===== src/rtl/calc_pkg.sv =====
// Shared encodings for the sequential calculator core: function codes, FSM states
// and the dispatch rule deciding which operations need the iterative datapath.
package calc_pkg;

  typedef logic [2:0] func_t;

  localparam func_t FUNC_ADD = 3'b000;
  localparam func_t FUNC_SUB = 3'b001;
  localparam func_t FUNC_MUL = 3'b010;
  localparam func_t FUNC_DIV = 3'b011;
  localparam func_t FUNC_AND = 3'b100;
  localparam func_t FUNC_OR  = 3'b101;
  localparam func_t FUNC_XOR = 3'b110;
  localparam func_t FUNC_ACC = 3'b111;

  localparam logic [1:0] ST_IDLE = 2'd0;
  localparam logic [1:0] ST_CALC = 2'd1;
  localparam logic [1:0] ST_DONE = 2'd2;

  // A zero divisor is resolved immediately, so it never enters the iterative path.
  function automatic logic is_iterative(input func_t f, input logic divisor_zero);
    return (f == FUNC_MUL) || ((f == FUNC_DIV) && !divisor_zero);
  endfunction

endpackage


===== src/rtl/calculator_seq_muldiv.sv =====
// Iterative W-step datapath: LSB-first shift-add multiply and restoring divide.
// Outputs carry the final-step values combinationally while valid is high.
module calculator_seq_muldiv
  import calc_pkg::*;
#(
  parameter int W = 8
) (
  input  logic           clk_g,
  input  logic           rst_n,
  input  logic           start,
  input  logic           op,
  input  logic [W-1:0]   a,
  input  logic [W-1:0]   b,
  output logic           valid,
  output logic [2*W-1:0] prod,
  output logic [W-1:0]   quot,
  output logic [W-1:0]   rem
);

  localparam int CW = (W > 2) ? $clog2(W) : 1;
  localparam logic [CW-1:0] CNT_LAST = CW'(W - 1);

  logic           r_run;
  logic           r_op;
  logic [CW-1:0]  r_cnt;
  logic [2*W-1:0] r_prod;
  logic [2*W-1:0] r_mcand;
  logic [W-1:0]   r_mplier;
  logic [W-1:0]   r_quo;
  logic [W-1:0]   r_rem;
  logic [W-1:0]   r_div;

  logic [2*W-1:0] w_prod_next;
  logic [W:0]     w_shift;
  logic [W:0]     w_trial;
  logic           w_qbit;
  logic [W-1:0]   w_rem_next;
  logic [W-1:0]   w_quo_next;
  logic           w_last;

  assign w_prod_next = r_mplier[0] ? (r_prod + r_mcand) : r_prod;

  // Partial remainder stays below the divisor, so W+1 bits hold the trial subtraction.
  assign w_shift    = {r_rem, r_quo[W-1]};
  assign w_trial    = w_shift - {1'b0, r_div};
  assign w_qbit     = ~w_trial[W];
  assign w_rem_next = w_qbit ? w_trial[W-1:0] : w_shift[W-1:0];
  assign w_quo_next = {r_quo[W-2:0], w_qbit};

  assign w_last = r_run && (r_cnt == CNT_LAST);
  assign valid  = w_last;
  assign prod   = w_prod_next;
  assign quot   = w_quo_next;
  assign rem    = w_rem_next;

  always_ff @(posedge clk_g or negedge rst_n) begin
    if (!rst_n) begin
      r_run    <= 1'b0;
      r_op     <= 1'b0;
      r_cnt    <= '0;
      r_prod   <= '0;
      r_mcand  <= '0;
      r_mplier <= '0;
      r_quo    <= '0;
      r_rem    <= '0;
      r_div    <= '0;
    end else if (start) begin
      r_run    <= 1'b1;
      r_op     <= op;
      r_cnt    <= '0;
      r_prod   <= '0;
      r_mcand  <= {{W{1'b0}}, a};
      r_mplier <= b;
      r_quo    <= a;
      r_rem    <= '0;
      r_div    <= b;
    end else if (r_run) begin
      r_cnt <= r_cnt + 1'b1;
      if (w_last) begin
        r_run <= 1'b0;
      end
      if (!r_op) begin
        r_prod   <= w_prod_next;
        r_mcand  <= r_mcand << 1;
        r_mplier <= r_mplier >> 1;
      end else begin
        r_quo <= w_quo_next;
        r_rem <= w_rem_next;
      end
    end
  end

endmodule


===== src/rtl/calculator_core_seq.sv =====
// Sequential calculator core: button-edge start, single-cycle ALU ops, accumulator,
// and an iterative multiply/divide unit, with busy/done status toward the display.
//
//  state   | meaning
//  IDLE    | waiting for a rising button edge; only state that accepts a start
//  CALC    | mul/div iterating, busy high, cal_result held
//  DONE    | result/error just written, done high for this one cycle
module calculator_core_seq
  import calc_pkg::*;
#(
  parameter int W     = 8,
  parameter int RES_W = 32
) (
  input  logic             clk_g,
  input  logic             rst_n,
  input  logic             button,
  input  logic [2:0]       func,
  input  logic [W-1:0]     num1,
  input  logic [W-1:0]     num2,
  output logic [RES_W-1:0] cal_result,
  output logic             error,
  output logic             busy,
  output logic             done
);

  logic [1:0]       r_state;
  logic             r_button_q;
  logic [2:0]       r_func;
  logic [RES_W-1:0] r_acc;

  logic             w_start;
  logic             w_iter;
  logic [W:0]       w_add_sum;
  logic [RES_W:0]   w_acc_sum;
  logic [RES_W-1:0] w_sc_result;
  logic             w_sc_error;
  logic             w_md_valid;
  logic [2*W-1:0]   w_md_prod;
  logic [W-1:0]     w_md_quot;
  logic [W-1:0]     w_md_rem;
  logic [RES_W-1:0] w_md_result;

  assign w_start = button && !r_button_q && (r_state == ST_IDLE);
  assign w_iter  = is_iterative(func, num2 == '0);

  calculator_seq_muldiv #(.W(W)) u_muldiv (
    .clk_g (clk_g),
    .rst_n (rst_n),
    .start (w_start && w_iter),
    .op    (func == FUNC_DIV),
    .a     (num1),
    .b     (num2),
    .valid (w_md_valid),
    .prod  (w_md_prod),
    .quot  (w_md_quot),
    .rem   (w_md_rem)
  );

  assign w_add_sum   = {1'b0, num1} + {1'b0, num2};
  assign w_acc_sum   = {1'b0, r_acc} + {{(RES_W + 1 - W){1'b0}}, num1};
  assign w_md_result = (r_func == FUNC_DIV) ? RES_W'({w_md_quot, w_md_rem})
                                            : RES_W'(w_md_prod);

  always_comb begin
    w_sc_result = '0;
    w_sc_error  = 1'b0;
    case (func)
      FUNC_ADD: w_sc_result = RES_W'(w_add_sum);
      FUNC_SUB: w_sc_result = RES_W'(num1) - RES_W'(num2);
      FUNC_AND: w_sc_result = RES_W'(num1 & num2);
      FUNC_OR:  w_sc_result = RES_W'(num1 | num2);
      FUNC_XOR: w_sc_result = RES_W'(num1 ^ num2);
      FUNC_ACC: begin
        w_sc_result = w_acc_sum[RES_W-1:0];
        w_sc_error  = w_acc_sum[RES_W];
      end
      // Only reached with a zero divisor; a real divide goes through CALC.
      FUNC_DIV: w_sc_error = 1'b1;
      default:  w_sc_result = '0;
    endcase
  end

  always_ff @(posedge clk_g or negedge rst_n) begin
    if (!rst_n) begin
      r_state    <= ST_IDLE;
      r_button_q <= 1'b0;
      r_func     <= FUNC_ADD;
      r_acc      <= '0;
      cal_result <= '0;
      error      <= 1'b0;
      done       <= 1'b0;
    end else begin
      r_button_q <= button;
      done       <= 1'b0;
      case (r_state)
        ST_IDLE: begin
          if (w_start) begin
            r_func <= func;
            if (w_iter) begin
              r_state <= ST_CALC;
            end else begin
              cal_result <= w_sc_result;
              error      <= w_sc_error;
              done       <= 1'b1;
              r_state    <= ST_DONE;
              if (func == FUNC_ACC) begin
                r_acc <= w_acc_sum[RES_W-1:0];
              end
            end
          end
        end
        ST_CALC: begin
          if (w_md_valid) begin
            cal_result <= w_md_result;
            error      <= 1'b0;
            done       <= 1'b1;
            r_state    <= ST_DONE;
          end
        end
        ST_DONE: r_state <= ST_IDLE;
        default: r_state <= ST_IDLE;
      endcase
    end
  end

  assign busy = (r_state == ST_CALC);

endmodule

===== config.mk =====
export PLATFORM = sky130hd
export DESIGN_NAME = calculator_core_seq
export DESIGN_NICKNAME = d
export VERILOG_FILES = /design/src/rtl/calc_pkg.sv /design/src/rtl/calculator_seq_muldiv.sv /design/src/rtl/calculator_core_seq.sv
export SDC_FILE = /design/constraint.sdc
export NUM_CORES = 1
export LEC_CHECK = 0
export BUFFER_PORTS_ARGS = -buffer_cell sky130_fd_sc_hd__buf_2
export CORE_ASPECT_RATIO = 2
export CORE_MARGIN = 3
export CORE_UTILIZATION = 40
export CTS_BUF_LIST = sky130_fd_sc_hd__clkbuf_8
export DETAILED_ROUTE_END_ITERATION = 10
export PLACE_DENSITY = 0.65
export RECOVER_POWER = 25
export REMOVE_ABC_BUFFERS = 1
export SETUP_SLACK_MARGIN = 0.3
export SYNTH_ARGS = -nofsm -noshare
export SYNTH_HDL_FRONTEND = slang
export SYNTH_HIERARCHICAL = 1
export SYNTH_SLANG_ARGS = --single-unit

===== constraint.sdc =====
create_clock -name clk_g -period 3.8 [get_ports clk_g]
set_clock_uncertainty 0.05 [all_clocks]
set_input_delay 0.57 -clock clk_g [delete_from_list [all_inputs] [get_ports clk_g]]
set_output_delay 0.57 -clock clk_g [all_outputs]
set_load 0.01 [all_outputs]

==> results.yml, run 1 <==
global_route:
  grt_antenna_before_repair: 0
  overflow_after_grt: 0
  groute.usage.overall_pct: 23.1
  first_global_vias: 8984
  wire_length_of_the_first_global_routing_pass_mm: 49.0
  grt_max_degree: 81
setup_path:
  worst-setup-path-type: "flip-flop to flip-flop"
  cp.arrival_ns: 3.64
  critical-path-top-cell-by-count: "inv_1"
  reg2regPathDepth: 14
  timing.critical_path.cells: "inv_1, ha_1, inv_1, fa_1, a21o_1, a221oi_4, a21oi_4, xor2_2, mux2_4, mux2_2, a22oi_1, o41ai_1, nor3b_1, o41ai_2"
  reg2reg_setup_slack_ns: 0.47
  crit-reg2reg-launch: "u_muldiv/r_quo[7]"
  cp_data_required_time_ns: 4.11
  critical_path_startpoint_category: "flip-flop"
  slowest_cell_delay_on_critical_path_ns: 0.40
  cp_slowest_cell: "dfrtp_1"
  setup.worst_path.end_class: "flip-flop"
  timing.rr.end: "cal_result[6]"
  timing.critical_path.fanout_max: 5
yosys:
  synth_simple_gate_area_share_pct: 19.4
  yosysTopAreaCellShare_pct: 35.2
  synthFlopType: "dfrtp_1"
  syn_inst: 1117
  ys_async_sr_fraction_pct: 100
  post_synth_xor_area_fraction_pct: 5.59
  post_synth_instance_area_um2: 10000
  yosysUniqueCellTypes: 92
  synth-seq-area-share_pct: 35.2
  post_synth_mux_area_share_pct: 5.89
  yosys_warnings: 6
  synthAdderAreaFrac_pct: 8.12
  synth-seq-cells: 141
  synth_compound_area_share_pct: 20.3
  post_synth_main_area_contributors: "dfrtp_1, ha_1, nand2_1"
  synth-edff-count: 0
  syn-mean-instance-area_um2: 8.97
  yosysTopAreaCell: "dfrtp_1"
  combinational_family_with_the_most_area_after_synthesis: "compound AO/OA/AOI/OAI gates"
sta:
  final.min_clock_period_ns: 3.33
  rsz0062_at_grt: "false"
  worst_hold_slack_ns: 0.268
  number_of_endpoints_failing_setup_at_the_final_stage: 0
  maximum_clock_frequency_mhz: 300
  finalMaxSlewViolations: 80
  timing.max_slew.rel_slack_pct: -42.7
  layout_worst_path_cycle_share_pct: 87.6
  final_critical_path_setup_slack_ns: 0.472
  finalHoldViolCount: 0
  worst_slew_pin_slew_ns: 2.14
power:
  max-vdd-ir-drop_mv: 0.296
  powerDensity_nw_per_um2: 741
  p_leak_uw: 0.00507
worst_hold_path:
  timing.hold.worst_endpoint: "r_button_q"
  hold-path-cell-count: 1
  hold_path_class: "primary input to flip-flop"
  min-delay-start: "button"
floorplanning:
  initial_core_util_pct: 40.9
  io-pin-count: 57
  chipHeight_um: 230
  floorplan.rows: 81
  dieWidth_um: 118
  core_area_um2: 24500
  floorplan.die_area_um2: 27100
route:
  ant_nets: 0
  drc_errors: 0
  dr.pass1.iters: 5
  vias: 8646
  wl_per_cell_um: 20.7
  dr.first_iter.drc_count: 579
  route.final.wire_length_mm: 30.8
  routed_via_density: 5.80
layout:
  multiInputGateArea_um2: 5980
  final_util_pct: 44.8
  synthToLayoutAreaGrowth_pct: 9.73
  fin_nets: 1229
  sequential_cell_area_um2: 3530
  fillerInstances: 2489
  post_route_cells_drive_above_1_share_pct: 16.4
placement:
  input_output_buffers: 56
  routabilityCongestion: 0.948
  dpl.hpwl_mm: 23.5
  post_place_setup_slack_ns: 0.456
clock_tree:
  clkLatencyLatePin_ns: 0.49
  htree_levels: 4
  cts-hold-fix-buffers: 0
  cts-root-to-sink-buffers: 2
  path_clk_slew_ns: 0.08
  cts-root-buf: "clkbuf_8"
  tritoncts: "done"
  cts.sinks: 141
  numCtsBuffers: 17
run_status:
  violations: "max-capacitance violations, max-slew violations"
  status: "complete, but fails checks"
run:
  timing.max_cap.violations: 1
-- layer usage --
layer	up-vias	track usage (%)	part of all wire, %
met1	4209	21.9	34
li1	4031	-	-
met3	137	3.45	3.4
met5	-	0	0
met2	269	43.7	54
met4	0	17.7	8.6
-- per-stage QoR --
| step | total power (µW) | instance area, µm² | TNS, ns | cells |
|---|---|---|---|---|
| 2_1_floorplan | 5450 | 9640 | -16.54 | 1041 |
| 3_3_place_gp | 6710 | 10600 | 0 | 1457 |
| 3_5_place_dp | 6800 | 10600 | 0 | 1457 |
| 4_1_cts | 8050 | 11000 | 0 | 1489 |
| 5_1_grt | 8730 | 11000 | 0 | 1490 |
| 6_report | 8150 | 11000 | 0 | 1491 |
-- synthesized netlist by cell type, types with 5 or more instances --
master	count
a2111oi_2	6
a211o_1	5
a211oi_1	15
a21o_1	25
a21oi_1	63
a31oi_1	28
and2_1	12
and3_1	16
buf_1	7
buf_2	15
buf_4	13
clkbuf_1	35
dfrtp_1	141
fa_1	5
ha_1	57
inv_1	43
mux2_2	22
mux2i_1	29
nand2_1	143
nand2b_1	9
nand3_1	34
nand4_1	9
nor2_1	87
nor2b_1	9
nor3_1	18
nor3_2	5
nor4_1	7
o211ai_1	19
o21ai_0	43
o22ai_1	6
o31ai_1	9
or3_1	10
xnor2_1	48
xor2_1	16
-- final cells by class --
cell class | instances | area share, %
repair buffers | 85 | 4.75
diodes | 1 | 0.0228
flip-flops and latches | 141 | 32.1
well taps | 332 | 3.78
multi-input cells | 855 | 54.4
inverters | 45 | 1.54
clock inverters | 15 | 1.33
clock buffers | 17 | 2.13
-- logic make-up after synthesis --
kind of cell	count (synthesis)
buf+inv	121
compound gates	283
simple gates	392
xor+xnor	64
mux	54
flops	141
fa+ha+maj	62
-- power breakdown --
group / switching (µW) / internal [µW] / total, µW
Combinational: 2550 / 1870 / 4410
Sequential: 488 / 2020 / 2500
Clock: 650 / 580 / 1230
Total: 3680 / 4460 / 8150
-- worst max-delay path, delay by kind of cell (launching register included) --
family	cells	cell delay, ns
AO/OA/AOI/OAI	6	1.02
XOR/XNOR	1	0.17
adder cells (fa/ha/maj)	2	0.54
buffers and inverters	2	0.14
flip-flops	1	0.40
multiplexers	2	0.60
AND/OR/NAND/NOR	1	0.28
-- state kept, by name, summed over array words and instances (netlist names), 2 cells and up --
signal	count
r_func	3
r_acc	32
r_state	2
u_muldiv/r_div	8
u_muldiv/r_cnt	3
u_muldiv/r_rem	8
u_muldiv/r_mcand	16
u_muldiv/r_mplier	8
u_muldiv/r_prod	16
u_muldiv/r_quo	8
cal_result	32
-- cell usage in the layout, fill, tap and decap left out, types with 10 or more instances in the layout --
cell type / count
and3_1: 16
mux2i_1: 29
nor3_1: 18
a31oi_1: 28
or3_1: 10
o21ai_0: 43
a211oi_1: 15
xnor2_1: 48
nor2_1: 86
buf_2: 54
o211ai_1: 19
ha_1: 57
mux2_2: 22
buf_4: 27
xor2_1: 15
a21oi_1: 63
clkbuf_8: 17
and2_1: 12
dfrtp_1: 141
inv_1: 46
a21o_1: 25
nand3_1: 34
nand2_1: 143
-- what timing repair did --
| item | CTS | global route |
|---|---|---|
| gates resized for setup | 0 | 3 |
| setup endpoints to repair | 0 | 3 |
| buffers inserted | 0 | 1 |
| endpoints found under the hold margin | 0 | 0 |
-- how the worst max path moves through the flow --
stage                     slack [ns]  cells after the start                  end         startpoint
final                           0.47                     14        cal_result[6]  u_muldiv/r_quo[7]
after global routing            0.29                     14        cal_result[6]  u_muldiv/r_quo[7]
after CTS                       0.44                     14        cal_result[6]  u_muldiv/r_quo[7]
after detailed placement        0.46                     14        cal_result[6]  u_muldiv/r_quo[7]
after global placement          0.54                     14        cal_result[6]  u_muldiv/r_quo[7]
after floorplan                -0.80                      5  u_muldiv/r_prod[10]             button
Power figures use the tool's default switching activity.
==> run 2: changes to the inputs <==
--- a/config.mk
+++ b/config.mk
@@ -9,7 +9,7 @@
 export CORE_ASPECT_RATIO = 2
 export CORE_MARGIN = 3
 export CORE_UTILIZATION = 40
-export CTS_BUF_LIST = sky130_fd_sc_hd__clkbuf_8
+export CTS_BUF_LIST = sky130_fd_sc_hd__clkbuf_2
 export DETAILED_ROUTE_END_ITERATION = 10
 export PLACE_DENSITY = 0.65
 export RECOVER_POWER = 25
==> results.yml, run 2 (synthesized netlist as in run 1, its figures left out) <==
run_status:
  status: "complete, but fails checks"
  violations: "max-capacitance violations, max-slew violations"
sta:
  layout_worst_path_cycle_share_pct: 87.4
  finalMaxSlewViolations: 80
  finalHoldViolCount: 0
  final.min_clock_period_ns: 3.32
  worst_slew_pin_slew_ns: 2.12
  setup_tns_ns: 0
  worst_hold_slack_ns: 0.0873
  timing.max_slew.rel_slack_pct: -41.4
  number_of_endpoints_failing_setup_at_the_final_stage: 0
  maximum_clock_frequency_mhz: 301
  rsz0062_at_grt: "false"
power:
  switching_share_pct: 46.6
  seq_power_share_pct: 31.8
  pwr-share-comb_pct: 56.3
  power.switching_uw: 3660
  power.clock.fraction_pct: 11.9
  max-vdd-ir-drop_mv: 0.304
  power.total_uw: 7860
  p_leak_uw: 0.00504
  powerDensity_nw_per_um2: 720
  internal-power_uw: 4200
route:
  top_layer_used: "met4"
  wl_per_cell_um: 20.7
  route.met2.wl_mm: 16.8
  drc_errors: 0
  met3RoutedLength_mm: 1.01
  dr.first_iter.drc_count: 566
  route.final.wire_length_mm: 31.0
  routed_via_density: 5.77
  vias: 8646
  ant_nets: 0
  detail_route.wirelength.met1_mm: 10.7
  dr.pass1.iters: 5
global_route:
  grt_max_degree: 81
  overflow_after_grt: 0
  wire_length_of_the_first_global_routing_pass_mm: 49.0
  grt_antenna_before_repair: 1
  groute.usage.overall_pct: 23.1
  first_global_vias: 8951
setup_path:
  critical_path.startpoint: "u_muldiv/r_quo[7]"
  worst-setup-path-type: "flip-flop to flip-flop"
  cp_data_required_time_ns: 4.43
  critical_path_startpoint_category: "flip-flop"
  cp.arrival_ns: 3.96
  crit-reg2reg-launch: "u_muldiv/r_quo[7]"
  timing.rr.end: "cal_result[6]"
  setup.worst_path.end_class: "flip-flop"
  capture_point_of_the_worst_path: "cal_result[6]"
  reg2reg_setup_slack_ns: 0.48
  reg2regPathDepth: 14
  timing.critical_path.fanout_max: 5
layout:
  mostFrequentLayoutCells: "nand2_1, dfrtp_1, nor2_1"
  final_area_um2: 10900
  most_frequent_standard_cell_in_the_layout_excluding_fill_and_tap_cells: "nand2_1"
  post_route_cells_drive_above_1_share_pct: 16.6
  fin_nets: 1236
  fillerInstances: 2501
  reg.largest.list: "cal_result (32), r_acc (32)"
  synthToLayoutAreaGrowth_pct: 8.98
floorplanning:
  floorplan.die_area_um2: 27100
  io-pin-count: 57
  chipHeight_um: 230
  initial_core_util_pct: 40.9
  core_area_um2: 24500
  floorplan.rows: 81
  dieWidth_um: 118
clock_tree:
  tritoncts: "done"
  cts.sinks: 141
  clkLatencyLatePin_ns: 0.80
  cts-root-to-sink-buffers: 2
  numCtsBuffers: 17
  cts-root-buf: "clkbuf_2"
  htree_levels: 4
  path_clk_slew_ns: 0.22
placement:
  routabilityCongestion: 0.948
  placement.cell_area_um2: 10600
  dpl.hpwl_mm: 23.5
  input_output_buffers: 56
run:
  timing.max_cap.violations: 1
worst_hold_path:
  hold_path_class: "primary input to flip-flop"
[run 2: metrics by stage]
stage                     setup WS [ns]  instances  util (%)
after global routing              0.283       1498      44.5
after detailed placement          0.456       1457      43.2
final                             0.477       1498      44.5
after global placement            0.536       1457      43.2
after CTS                         0.433       1496      44.4
after floorplan                  -0.797       1041         -
[run 2: worst min-delay path by stage]
stage	from	end	slack [ns]	cells after the start
2_1_floorplan	rst_n	cal_result[0]	0.22	0
3_3_place_gp	r_func[2]	r_func[2]	0.41	2
3_5_place_dp	r_func[2]	r_func[2]	0.41	2
4_1_cts	num2[4]	u_muldiv/r_mplier[4]	0.005	3
5_1_grt	num2[5]	u_muldiv/r_div[5]	0.03	3
6_report	num2[5]	u_muldiv/r_div[5]	0.09	3
[run 2: layer usage]
layer / up-vias / track usage [%]
met1: 4231 / 22.2
li1: 4046 / -
met5: - / 0
met4: 0 / 17.7
met3: 115 / 3.27
met2: 254 / 43.6
[run 2: what timing repair did]
item | 4_1_cts | 5_1_grt
gates resized for setup | 0 | 3
buffers inserted | 0 | 1
hold buffers | 7 | 0
endpoints found under the setup margin | 0 | 4
endpoints found under the hold margin | 87 | 0
[run 2: area by class of cell]
type | count | area (µm²) | share of cell area (%)
well taps | 332 | 415 | 3.80
flip-flops and latches | 141 | 3530 | 32.3
multi-input cells | 855 | 5980 | 54.7
clock buffers | 20 | 100 | 0.917
repair buffers | 92 | 592 | 5.42
inverters | 45 | 169 | 1.55
clock inverters | 12 | 135 | 1.24
diodes | 1 | 2.50 | 0.0229
[run 2: critical path, stage by stage (launching register included)]
cell and delay, ns:
dfrtp_1 0.44, inv_1 0.08, ha_1 0.14, inv_1 0.06
fa_1 0.40, a21o_1 0.21, a221oi_4 0.34, a21oi_4 0.12
xor2_2 0.18, mux2_4 0.32, mux2_2 0.28, a22oi_1 0.14
o41ai_1 0.11, nor3b_1 0.28, o41ai_2 0.10
[run 2: power groups by stage]
stage	Sequential (µW)	Combinational, µW	Clock [µW]
finish	2500	4430	935
global placement	2510	4200	0
global route	2560	4870	1020
CTS	2490	4300	964
detailed placement	2520	4280	0
floorplan	2410	3050	0
==> run 3: changes to the inputs <==
--- a/config.mk
+++ b/config.mk
@@ -8,10 +8,10 @@
 export BUFFER_PORTS_ARGS = -buffer_cell sky130_fd_sc_hd__buf_2
 export CORE_ASPECT_RATIO = 2
 export CORE_MARGIN = 3
-export CORE_UTILIZATION = 40
+export CORE_UTILIZATION = 30
 export CTS_BUF_LIST = sky130_fd_sc_hd__clkbuf_2
 export DETAILED_ROUTE_END_ITERATION = 10
-export PLACE_DENSITY = 0.65
+export PLACE_DENSITY = 0.54
 export RECOVER_POWER = 25
 export REMOVE_ABC_BUFFERS = 1
 export SETUP_SLACK_MARGIN = 0.3
==> results.yml, run 3 (synthesized netlist as in run 1, its figures left out) <==
run_status:
  status: "complete, but fails checks"
  violations: "max-capacitance violations, max-slew violations"
sta:
  maximum_clock_frequency_mhz: 297
  layout_worst_path_cycle_share_pct: 88.6
  finalMaxSlewViolations: 69
  timing.max_slew.rel_slack_pct: -28.3
  rsz0062_at_grt: "true"
  number_of_endpoints_failing_setup_at_the_final_stage: 0
  final.min_clock_period_ns: 3.37
  finalHoldViolCount: 0
  worst_slew_pin_slew_ns: 1.92
global_route:
  first_global_vias: 8863
  grt_antenna_before_repair: 1
  wire_length_of_the_first_global_routing_pass_mm: 50.2
  groute.usage.overall_pct: 18.3
  overflow_after_grt: 0
  grt_max_degree: 70
power:
  switching_share_pct: 47.1
  power.switching_uw: 3730
  seq_power_share_pct: 31.3
  p_leak_uw: 0.00507
  pwr-share-comb_pct: 56.9
  internal-power_uw: 4190
  power.clock.fraction_pct: 11.9
  power.total_uw: 7920
  powerDensity_nw_per_um2: 711
  max-vdd-ir-drop_mv: 0.355
floorplanning:
  initial_core_util_pct: 30.4
  floorplan.rows: 94
  floorplan.die_area_um2: 35800
  chipHeight_um: 264
  dieWidth_um: 135
  io-pin-count: 57
  core_area_um2: 32900
setup_path:
  cp.arrival_ns: 4.04
  timing.critical_path.cells: "inv_2, ha_2, inv_2, fa_2, a21o_1, a221oi_4, a21oi_4, xor2_2, mux2_4, mux2_4, a22oi_2, o41ai_2, nor3b_2, o41ai_2"
  cp_data_required_time_ns: 4.48
  slowest_cell_delay_on_critical_path_ns: 0.47
  cp_slowest_cell: "dfrtp_1"
  setup.worst_path.end_class: "flip-flop"
  critical_path_startpoint_category: "flip-flop"
  timing.critical_path.fanout_max: 4
  crit-reg2reg-launch: "u_muldiv/r_quo[7]"
  reg2reg_setup_slack_ns: 0.43
  worst-setup-path-type: "flip-flop to flip-flop"
  reg2regPathDepth: 14
  timing.rr.end: "cal_result[6]"
worst_hold_path:
  min-delay-start: "num2[0]"
  timing.hold.worst_endpoint: "u_muldiv/r_div[0]"
  hold_path_class: "primary input to flip-flop"
  hold-path-cell-count: 3
clock_tree:
  htree_levels: 4
  tritoncts: "done"
  cts-root-buf: "clkbuf_2"
  cts-root-to-sink-buffers: 2
  clkLatencyLatePin_ns: 0.85
  cts.sinks: 141
  path_clk_slew_ns: 0.24
  numCtsBuffers: 17
layout:
  post_route_cells_drive_above_1_share_pct: 17.2
  final_area_um2: 11100
  reg.largest.list: "cal_result (32), r_acc (32)"
  mostFrequentLayoutCells: "nand2_1, dfrtp_1, nor2_1"
  fin_nets: 1243
  most_frequent_standard_cell_in_the_layout_excluding_fill_and_tap_cells: "nand2_1"
  synthToLayoutAreaGrowth_pct: 11.2
  fillerInstances: 3516
route:
  wl_per_cell_um: 20.3
  ant_nets: 0
  dr.first_iter.drc_count: 400
  vias: 8605
  route.final.wire_length_mm: 32.5
  drc_errors: 0
  dr.pass1.iters: 5
  routed_via_density: 5.36
placement:
  dpl.hpwl_mm: 25.1
  placement.cell_area_um2: 10700
  routabilityCongestion: 0.914
  input_output_buffers: 56
run:
  timing.max_cap.violations: 1
run 3: cell types whose count changed in the layout (fill, tap and decap cells not counted), sizes merged:
cell         before  now
dlygate4sd3       7   11
inv              48   53
clkbuf           22   20
clkinv            6    3
buf              83   85
bufinv            2    1
clkinvlp          1    3
run 3: what timing repair did:
item                                    CTS  global route
resized for setup                         0            12
endpoints found under the setup margin    0             3
setup buffers                             0             2
hold buffers                             11             0
hold endpoints to repair                 86             0
run 3: cell type report:
type / instances / area, µm² / share of cell area (%)
Multi-Input combinational cell: 855 / 6000 / 53.9
Antenna cell: 1 / 2.50 / 0.0224
Clock inverter: 15 / 151 / 1.36
Sequential cell: 141 / 3530 / 31.6
Timing Repair Buffer: 99 / 667 / 5.98
Inverter: 45 / 169 / 1.52
Tap cell: 432 / 541 / 4.85
Clock buffer: 17 / 85.1 / 0.763
run 3: critical path: cells and delay by family, from the launching register on:
kind            cells  cell delay, ns
fa+ha+maj           2            0.51
simple gates        1            0.21
xor+xnor            1            0.24
flops               1            0.47
mux                 2            0.61
compound gates      6            1.06
buf+inv             2            0.11
run 3: metrics by stage:
| stage | worst slack [ns] | util [%] | TNS, ns | hold slack [ns] | instances |
|---|---|---|---|---|---|
| final | 0.434 | 33.9 | 0 | 0.0761 | 1605 |
| after global routing | 0.261 | 33.9 | 0 | 0.0124 | 1605 |
| after CTS | 0.361 | 33.7 | 0 | 0.00134 | 1602 |
| after detailed placement | 0.402 | 32.6 | 0 | 0.413 | 1559 |
| after global placement | 0.453 | 32.6 | 0 | 0.404 | 1559 |
| after floorplan | -0.797 | - | -16.54 | 0.224 | 1041 |
run 3: metal layers:
metal,global-route usage (%),part of all wire (%),vias up
met5,0,0,-
met4,12.8,7.5,0
met3,2.73,2.8,91
met2,35.2,56,200
met1,17.1,33,4249
li1,-,-,4065
run 3: worst max path at each step:
stage / depth (start not counted) / to / slack, ns / from
6_report: 14 / cal_result[6] / 0.43 / u_muldiv/r_quo[7]
5_1_grt: 14 / cal_result[7] / 0.26 / u_muldiv/r_quo[7]
4_1_cts: 14 / cal_result[7] / 0.36 / u_muldiv/r_quo[7]
3_5_place_dp: 14 / cal_result[7] / 0.40 / u_muldiv/r_quo[7]
3_3_place_gp: 14 / cal_result[7] / 0.45 / u_muldiv/r_quo[7]
2_1_floorplan: 5 / u_muldiv/r_prod[10] / -0.80 / button
run 3: power groups by stage:
stage	sequential (µW)	clock (µW)	combinational, µW
finish	2480	940	4510
global placement	2500	0	4290
global route	2540	1040	4940
floorplan	2410	0	3050
CTS	2480	977	4380
detailed placement	2510	0	4350
